**config.mk**
```make
export PLATFORM = sky130hd
export DESIGN_NAME = rah_sha_host_adapter
export DESIGN_NICKNAME = d
export VERILOG_FILES = /design/src/rtl/rah_sha_host_adapter.sv
export SDC_FILE = /design/constraint.sdc
export NUM_CORES = 2
export LEC_CHECK = 0
export CAP_MARGIN = 30
export CORE_AREA = 2 2 344 346
export DETAILED_ROUTE_END_ITERATION = 10
export DIE_AREA = 0 0 346 348
export PLACE_DENSITY = 0.57
export SLEW_MARGIN = 0
export SYNTH_ARGS = -nofsm -noshare
export SYNTH_HDL_FRONTEND = slang
export SYNTH_SLANG_ARGS = --single-unit
```
**constraint.sdc**
```tcl
create_clock -name clk -period 3.65 [get_ports clk]
set_clock_uncertainty 0.05 [all_clocks]
set_input_delay 0.73 -clock clk [delete_from_list [all_inputs] [get_ports clk]]
set_output_delay 0.73 -clock clk [all_outputs]
set_load 0.01 [all_outputs]
```
**src/rtl/rah_sha_host_adapter.sv**
```systemverilog
// Host-side adapter: serializes a SHA message into RAH FIFO packets and
// reassembles the returned hash from RAH words, dropping stalled partial hashes.
module rah_sha_host_adapter #(
    parameter int SHA_INPUT_WIDTH  = 512,
    parameter int SHA_OUTPUT_WIDTH = 256,
    parameter int RAH_PACKET_WIDTH = 48,
    parameter int RX_TIMEOUT       = 1024
) (
    input  logic                        clk,
    input  logic                        rst,
    input  logic                        msg_valid,
    input  logic [SHA_INPUT_WIDTH-1:0]  msg_data,
    output logic                        msg_ready,
    input  logic                        tx_fifo_full,
    output logic                        tx_fifo_wr_en,
    output logic [RAH_PACKET_WIDTH-1:0] tx_fifo_wr_data,
    input  logic                        rx_valid,
    input  logic [RAH_PACKET_WIDTH-1:0] rx_data,
    output logic [SHA_OUTPUT_WIDTH-1:0] hash_out,
    output logic                        hash_valid,
    output logic                        err_timeout,
    output logic                        tx_busy,
    output logic                        dbg_tx_state
);

    localparam int PW        = RAH_PACKET_WIDTH;
    localparam int NUM_PKTS  = (SHA_INPUT_WIDTH + PW - 1) / PW;
    localparam int NUM_WORDS = (SHA_OUTPUT_WIDTH + PW - 1) / PW;
    localparam int SHIFT_W   = (NUM_WORDS - 1) * PW;
    localparam int TAIL_W    = SHA_OUTPUT_WIDTH - SHIFT_W;
    localparam int IDLE_W    = (RX_TIMEOUT > 2) ? $clog2(RX_TIMEOUT) : 1;

    localparam logic [3:0]        LAST_PKT  = 4'(NUM_PKTS - 1);
    localparam logic [2:0]        LAST_WORD = 3'(NUM_WORDS - 1);
    localparam logic [IDLE_W-1:0] IDLE_LAST = IDLE_W'(RX_TIMEOUT - 1);

    typedef enum logic {TX_IDLE = 1'b0, TX_SEND = 1'b1} tx_state_t;

    tx_state_t                  tx_state;
    logic [3:0]                 pkt_idx;
    logic [SHA_INPUT_WIDTH-1:0] msg_sh;

    logic [2:0]                 rx_cnt;
    logic [SHIFT_W-1:0]         rx_shift;
    logic [IDLE_W-1:0]          idle_cnt;

    // Handshakes: a message moves on a rising edge with msg_valid && msg_ready;
    // a packet moves on a rising edge with tx_fifo_wr_en (never while tx_fifo_full);
    // an RX word moves on every rising edge with rx_valid (no backpressure).
    assign tx_fifo_wr_en   = (tx_state == TX_SEND) && !tx_fifo_full && !rst;
    assign tx_fifo_wr_data = msg_sh[SHA_INPUT_WIDTH-1 -: PW];
    assign dbg_tx_state    = tx_state;

    // The message is shifted up one packet per write, so the head is always the
    // next packet; zeros shifted in form the padding of the final short packet.
    always_ff @(posedge clk) begin
        if (rst) begin
            tx_state  <= TX_IDLE;
            pkt_idx   <= '0;
            msg_sh    <= '0;
            msg_ready <= 1'b1;
            tx_busy   <= 1'b0;
        end else begin
            case (tx_state)
                TX_IDLE: begin
                    if (msg_valid) begin
                        msg_sh    <= msg_data;
                        pkt_idx   <= '0;
                        tx_state  <= TX_SEND;
                        msg_ready <= 1'b0;
                        tx_busy   <= 1'b1;
                    end
                end
                TX_SEND: begin
                    if (!tx_fifo_full) begin
                        msg_sh <= msg_sh << PW;
                        if (pkt_idx == LAST_PKT) begin
                            pkt_idx   <= '0;
                            tx_state  <= TX_IDLE;
                            msg_ready <= 1'b1;
                            tx_busy   <= 1'b0;
                        end else begin
                            pkt_idx <= pkt_idx + 4'd1;
                        end
                    end
                end
            endcase
        end
    end

    // The idle counter only runs while a partial hash is held, and an arriving
    // word takes priority over an expiring timeout in the same cycle.
    always_ff @(posedge clk) begin
        if (rst) begin
            rx_cnt      <= '0;
            rx_shift    <= '0;
            idle_cnt    <= '0;
            hash_out    <= '0;
            hash_valid  <= 1'b0;
            err_timeout <= 1'b0;
        end else begin
            hash_valid  <= 1'b0;
            err_timeout <= 1'b0;
            if (rx_valid) begin
                idle_cnt <= '0;
                if (rx_cnt == LAST_WORD) begin
                    hash_out   <= {rx_shift, rx_data[PW-1 -: TAIL_W]};
                    hash_valid <= 1'b1;
                    rx_cnt     <= '0;
                end else begin
                    rx_shift <= {rx_shift[SHIFT_W-PW-1:0], rx_data};
                    rx_cnt   <= rx_cnt + 3'd1;
                end
            end else if (rx_cnt != 3'd0) begin
                if (idle_cnt == IDLE_LAST) begin
                    rx_cnt      <= '0;
                    idle_cnt    <= '0;
                    err_timeout <= 1'b1;
                end else begin
                    idle_cnt <= idle_cnt + 1'b1;
                end
            end
        end
    end

endmodule
```
### Word-level counts from Yosys, hierarchy flattened

Index checks and enable logic that the tools add are counted.

| cells by class | value |
|---|---|
| add/subtract/negate cells | 3 |
| equality and inequality tests | 6 |
| mux-type cells | 26 |
| bitwise operators | 4 |
| reductions and logical operators | 15 |

Operators by type and width:

| operator | number |
|---|---|
| 512-bit 2-to-1 mux | 2 |
| 512-bit case mux with 2 select lines | 1 |
| 3-bit 2-to-1 mux | 4 |
| 4-bit 2-to-1 mux | 3 |
| 1-bit 2-to-1 mux | 11 |
| 10-bit by 1-bit adder with 10-bit output (second input constant) | 1 |
| 10-bit == test (second input constant) | 1 |
| 10-bit 2-to-1 mux | 1 |
| 4-bit case mux with 2 select lines | 1 |
| 2-bit AND reduction | 4 |
| 1-bit case mux with 2 select lines | 3 |
| 4-bit by 1-bit adder with 4-bit output (second input constant) | 1 |
| 4-bit == test (second input constant) | 1 |
| 2-bit != test (second input constant) | 2 |
| 1-bit NOT | 4 |
| 2-bit nonzero test | 2 |
| 2-bit OR reduction | 2 |
| 3-bit by 1-bit adder with 3-bit output (second input constant) | 1 |
| 3-bit == test (second input constant) | 1 |
| 3-bit AND reduction | 1 |
| 3-bit nonzero test | 1 |
| 3-bit OR reduction | 1 |
| 1-bit logical AND | 2 |
| 1-bit zero test | 2 |
| 2-bit by 1-bit != test with 1-bit output (second input constant) | 1 |

| word-level totals | value |
|---|---|
| bits in registers | 1030 |
| output and inout bits | 310 |
| word-level logic and storage cells | 65 |

### Logic depth before layout (Yosys ltp)

| depth | value |
|---|---|
| word-level depth | 4 |
| mapped depth | 8 |
| gate-level depth less buffers | 6 |

### Worst setup path after synthesis

No wires, ideal clock.

| timing path | value |
|---|---|
| path type | in2out |
| from | in rst |
| to | out tx_fifo_wr_en |
| arrival time | 1796 ps |
| slack | 1074 ps |
| stages | 5 |
| path buffers | 4 |
| path through | clkbuf_1 buf_2 clkbuf_1 clkbuf_1 nor2_1 |

| between the ends | value |
|---|---|
| cells in the longest elaborated chain, start to end | 2 |

RTL lines:

| item | RTL line | RTL |
|---|---|---|
| start: declaration | 10 | `input logic rst,` |
| 1-bit zero test | 50 | `assign tx_fifo_wr_en = (tx_state == TX_SEND) && !tx_fifo_full && !rst;` |
| 1-bit logical AND | 50 |  |
| end: declaration | 15 | `output logic tx_fifo_wr_en,` |

No other way between the ends.

### Final worst setup path

| timing path | value |
|---|---|
| from | reg tx_state (netlist: dbg_tx_state) |
| to | out dbg_tx_state |

RTL lines:

| item | RTL line | RTL |
|---|---|---|
| start: declaration | 39 | `tx_state_t tx_state;` |
| start signal: assignment | 58 | `tx_state <= TX_IDLE;` |
| start signal: assignment | 69 | `tx_state <= TX_SEND;` |
| start signal: assignment | 79 | `tx_state <= TX_IDLE;` |
| end: declaration | 23 | `output logic dbg_tx_state` |

No word-level cell between the ends.

==> metrics.csv <==
metric,value,unit
Post-synth top cells,"1030 x dfxtp_1, 1005 x nand2_1, 505 x a21oi_1, 491 x nor2_1",
Synth area leader,dfxtp_1,
IO Port Bufs,874,
starting density of the core,33.95,%
Post-synth EDFFs,0,
hold buffers post-CTS,0,
fin cells,6790,
top cell type's share of synthesized area,51.92,%
hold path startpoint,rst,
# H-tree levels,3,
YS warnings,0,
"Top FF cell, synth",dfxtp_1,
die width,346,µm
Max Slew Vio Count,0,
Nets,5708,
Vias per Instance,4.916,
initial antenna violation count,38,
Worst EP required,2.87,ns
CP Max Fanout,52,
Worst Hold Endpoint,msg_sh[18]$_SDFFE_PP0P_,
worst slew pin tran,1.148,ns
Layout Utilization,45.51,%
R2R cell count,4,
number of DRC markers in iteration 0,2228,
"Clk Latency, worst-skew pair",0.69,ns
dpl hpwl,103.7,mm
Tcrit/Tclk final,87.48,%
status,"complete, no violations",
setup ws final,0.4569,ns
RSZ-0062 raised after global routing,no,
share of cells above drive strength 1,5.064,%
post-cts resize count,0,
CTS Buf Count,112,
worst slack at placement,0.6899,ns
Layout fillers,11660,
post-CTS setup buffers,0,
Unique masters post-synth,38,
CTS root buf,clkbuf_16,
Async SR Flop Fraction,0,%
drt wl/cell,20.88,µm
Leakage,18.89,nW
relative slew slack,23.48,%
Synth Instances,4504,
average size of a mapped cell,8.818,µm²
"count leader, synth",dfxtp_1,
vias in the first global route,31580,
post-synthesis register bit count,1030,
ranking of synthesized cells by area,"dfxtp_1 52%, mux2i_1 12%, nand2_1 9.5%, a211oi_1 8.8%, a21oi_1 6.4%",
"Min Clock Period, post-route",3.193,ns
Worst Hold Depth,2,
Clock Tree Buf Depth,3,
Rows,126,
Final Hold Violating Endpoints,0,
global route overflow,0,
worst r2r dst,msg_sh[239]$_SDFFE_PP0P_,
fin area,53230,µm²
R2R Setup Slk,1.10,ns
DRT Pass-1 Iters,5,
number of setup violations in the final report,0,
"Data arrival, critical path",2.41,ns
CP Capture Type,output port,
fmax,313.2,MHz
All-Layer GR Usage,22.44,%
largest net degree at the start of global routing,200,
placed inst area,49470,µm²
I/O pin cnt,875,
worst r2r src,dbg_tx_state$_SDFF_PP0_,
Core Box Area,117000,µm²
GPL Wtd Cong,0.8645,
Mapped Nets,5072,
Crit Path Class,reg2out,
chip height,348,µm
"CTS clk-pin slew, worst paths",0.06,ns
worst hold path type,in2reg,
Setup TNS Final,0,ns
first-pass GRT wire length,205.8,mm
vias after detailed routing,33380,
die area,120400,µm²
Area Growth Syn to Fin,34.04,%
Antenna Nets Post-Route,0,
crit start category,flip-flop,
CTS tree,built,
post-synthesis instance area,39710,µm²
worst vdd ir,0.3962,mV
PD cells,509.6,nW/µm²
DR DRC count,0,
DP Cell Count,6562,
Max-Cap Viols,0,
post-synthesis sequential area ratio,51.92,%
final WL,141.8,mm
total clock sinks,1030,
==> power breakdown <==
group	switching, mW	leakage (nW)	total (mW)	internal, mW
logic	1.75	8.63	3.40	1.64
clock network	4.70	1.83	11.4	6.66
registers	0.442	8.43	12.4	11.9
==> routing by layer <==
metal  vias up  wire, µm  track usage, %
li1      16740         -               -
met4        18      4209           8.110
met1     15570     64190           29.86
met2       844     65410           36.07
met5         -       120               0
met3       202      7828           4.461
==> critical path: stages (launching register included) <==
cell	delay [ns]
dfxtp_4	0.66
buf_12	0.39
clkdlybuf4s50_1	0.63
==> flip-flops by register name, indices dropped and copies added, names as in the netlist, 3 cells and up <==
name      cells
hash_out    256
msg_sh      512
pkt_idx       4
rx_cnt        3
idle_cnt     10
rx_shift    240
==> cell families (layout without fill, tap and decap cells) <==
kind of cell             Yosys count  in the layout  share of synthesized area, %
adder cells (fa/ha/maj)            3              3                       0.09453
flip-flops                      1030           1030                         51.92
AND/OR/NAND/NOR                 1534           1534                         14.73
other                              0             21                             0
XOR/XNOR                           7              7                        0.1544
multiplexers                     464            464                         11.69
buffers and inverters            438           1167                         5.050
AO/OA/AOI/OAI                   1028           1028                         16.36
==> worst max path at each step <==
stage / start / end / slack, ns / cells past startpoint
6_report: dbg_tx_state$_SDFF_PP0_ / dbg_tx_state / 0.46 / 2
5_1_grt: dbg_tx_state$_SDFF_PP0_ / dbg_tx_state / 0.33 / 2
4_1_cts: dbg_tx_state$_SDFF_PP0_ / dbg_tx_state / 0.38 / 2
3_5_place_dp: tx_fifo_full / tx_fifo_wr_en / 0.69 / 4
3_3_place_gp: tx_fifo_full / tx_fifo_wr_en / 0.72 / 4
2_1_floorplan: rst / tx_fifo_wr_en / 1.07 / 5
==> cell type report <==
cell class	instances	area (µm²)	area share [%]
sequential	1030	20620	38.74
multi-input combinational	3036	17130	32.17
timing repair buffer	958	9794	18.40
clock buffer	182	3418	6.421
tap	1536	1922	3.610
clock inverter	25	287.8	0.5406
antenna	21	52.55	0.09872
inverter	2	7.507	0.01410
==> metrics by stage <==
stage	power, mW	hold slack, ns
finish	27.13	0.3711
global route	28.23	0.3385
CTS	27.41	0.3059
detailed placement	16.02	0.3940
global placement	15.97	0.3896
floorplan	14.58	0.3821
==> placed cells by master (no fill, tap or decap), types with 4 or more instances in the layout <==
master	n
a21oi_1	505
xnor2_1	5
bufinv_16	4
clkdlybuf4s50_1	873
buf_4	50
nor2_1	490
mux2i_1	464
buf_12	33
nand2b_1	4
a22oi_1	14
clkinv_2	14
diode_2	21
a211oi_1	464
a22o_1	36
clkbuf_1	37
dfxtp_1	1029
clkbuf_16	114
nand2_1	1003
nand3_1	7
clkbuf_8	31
Note: power is estimated with default switching activity, not from simulation.
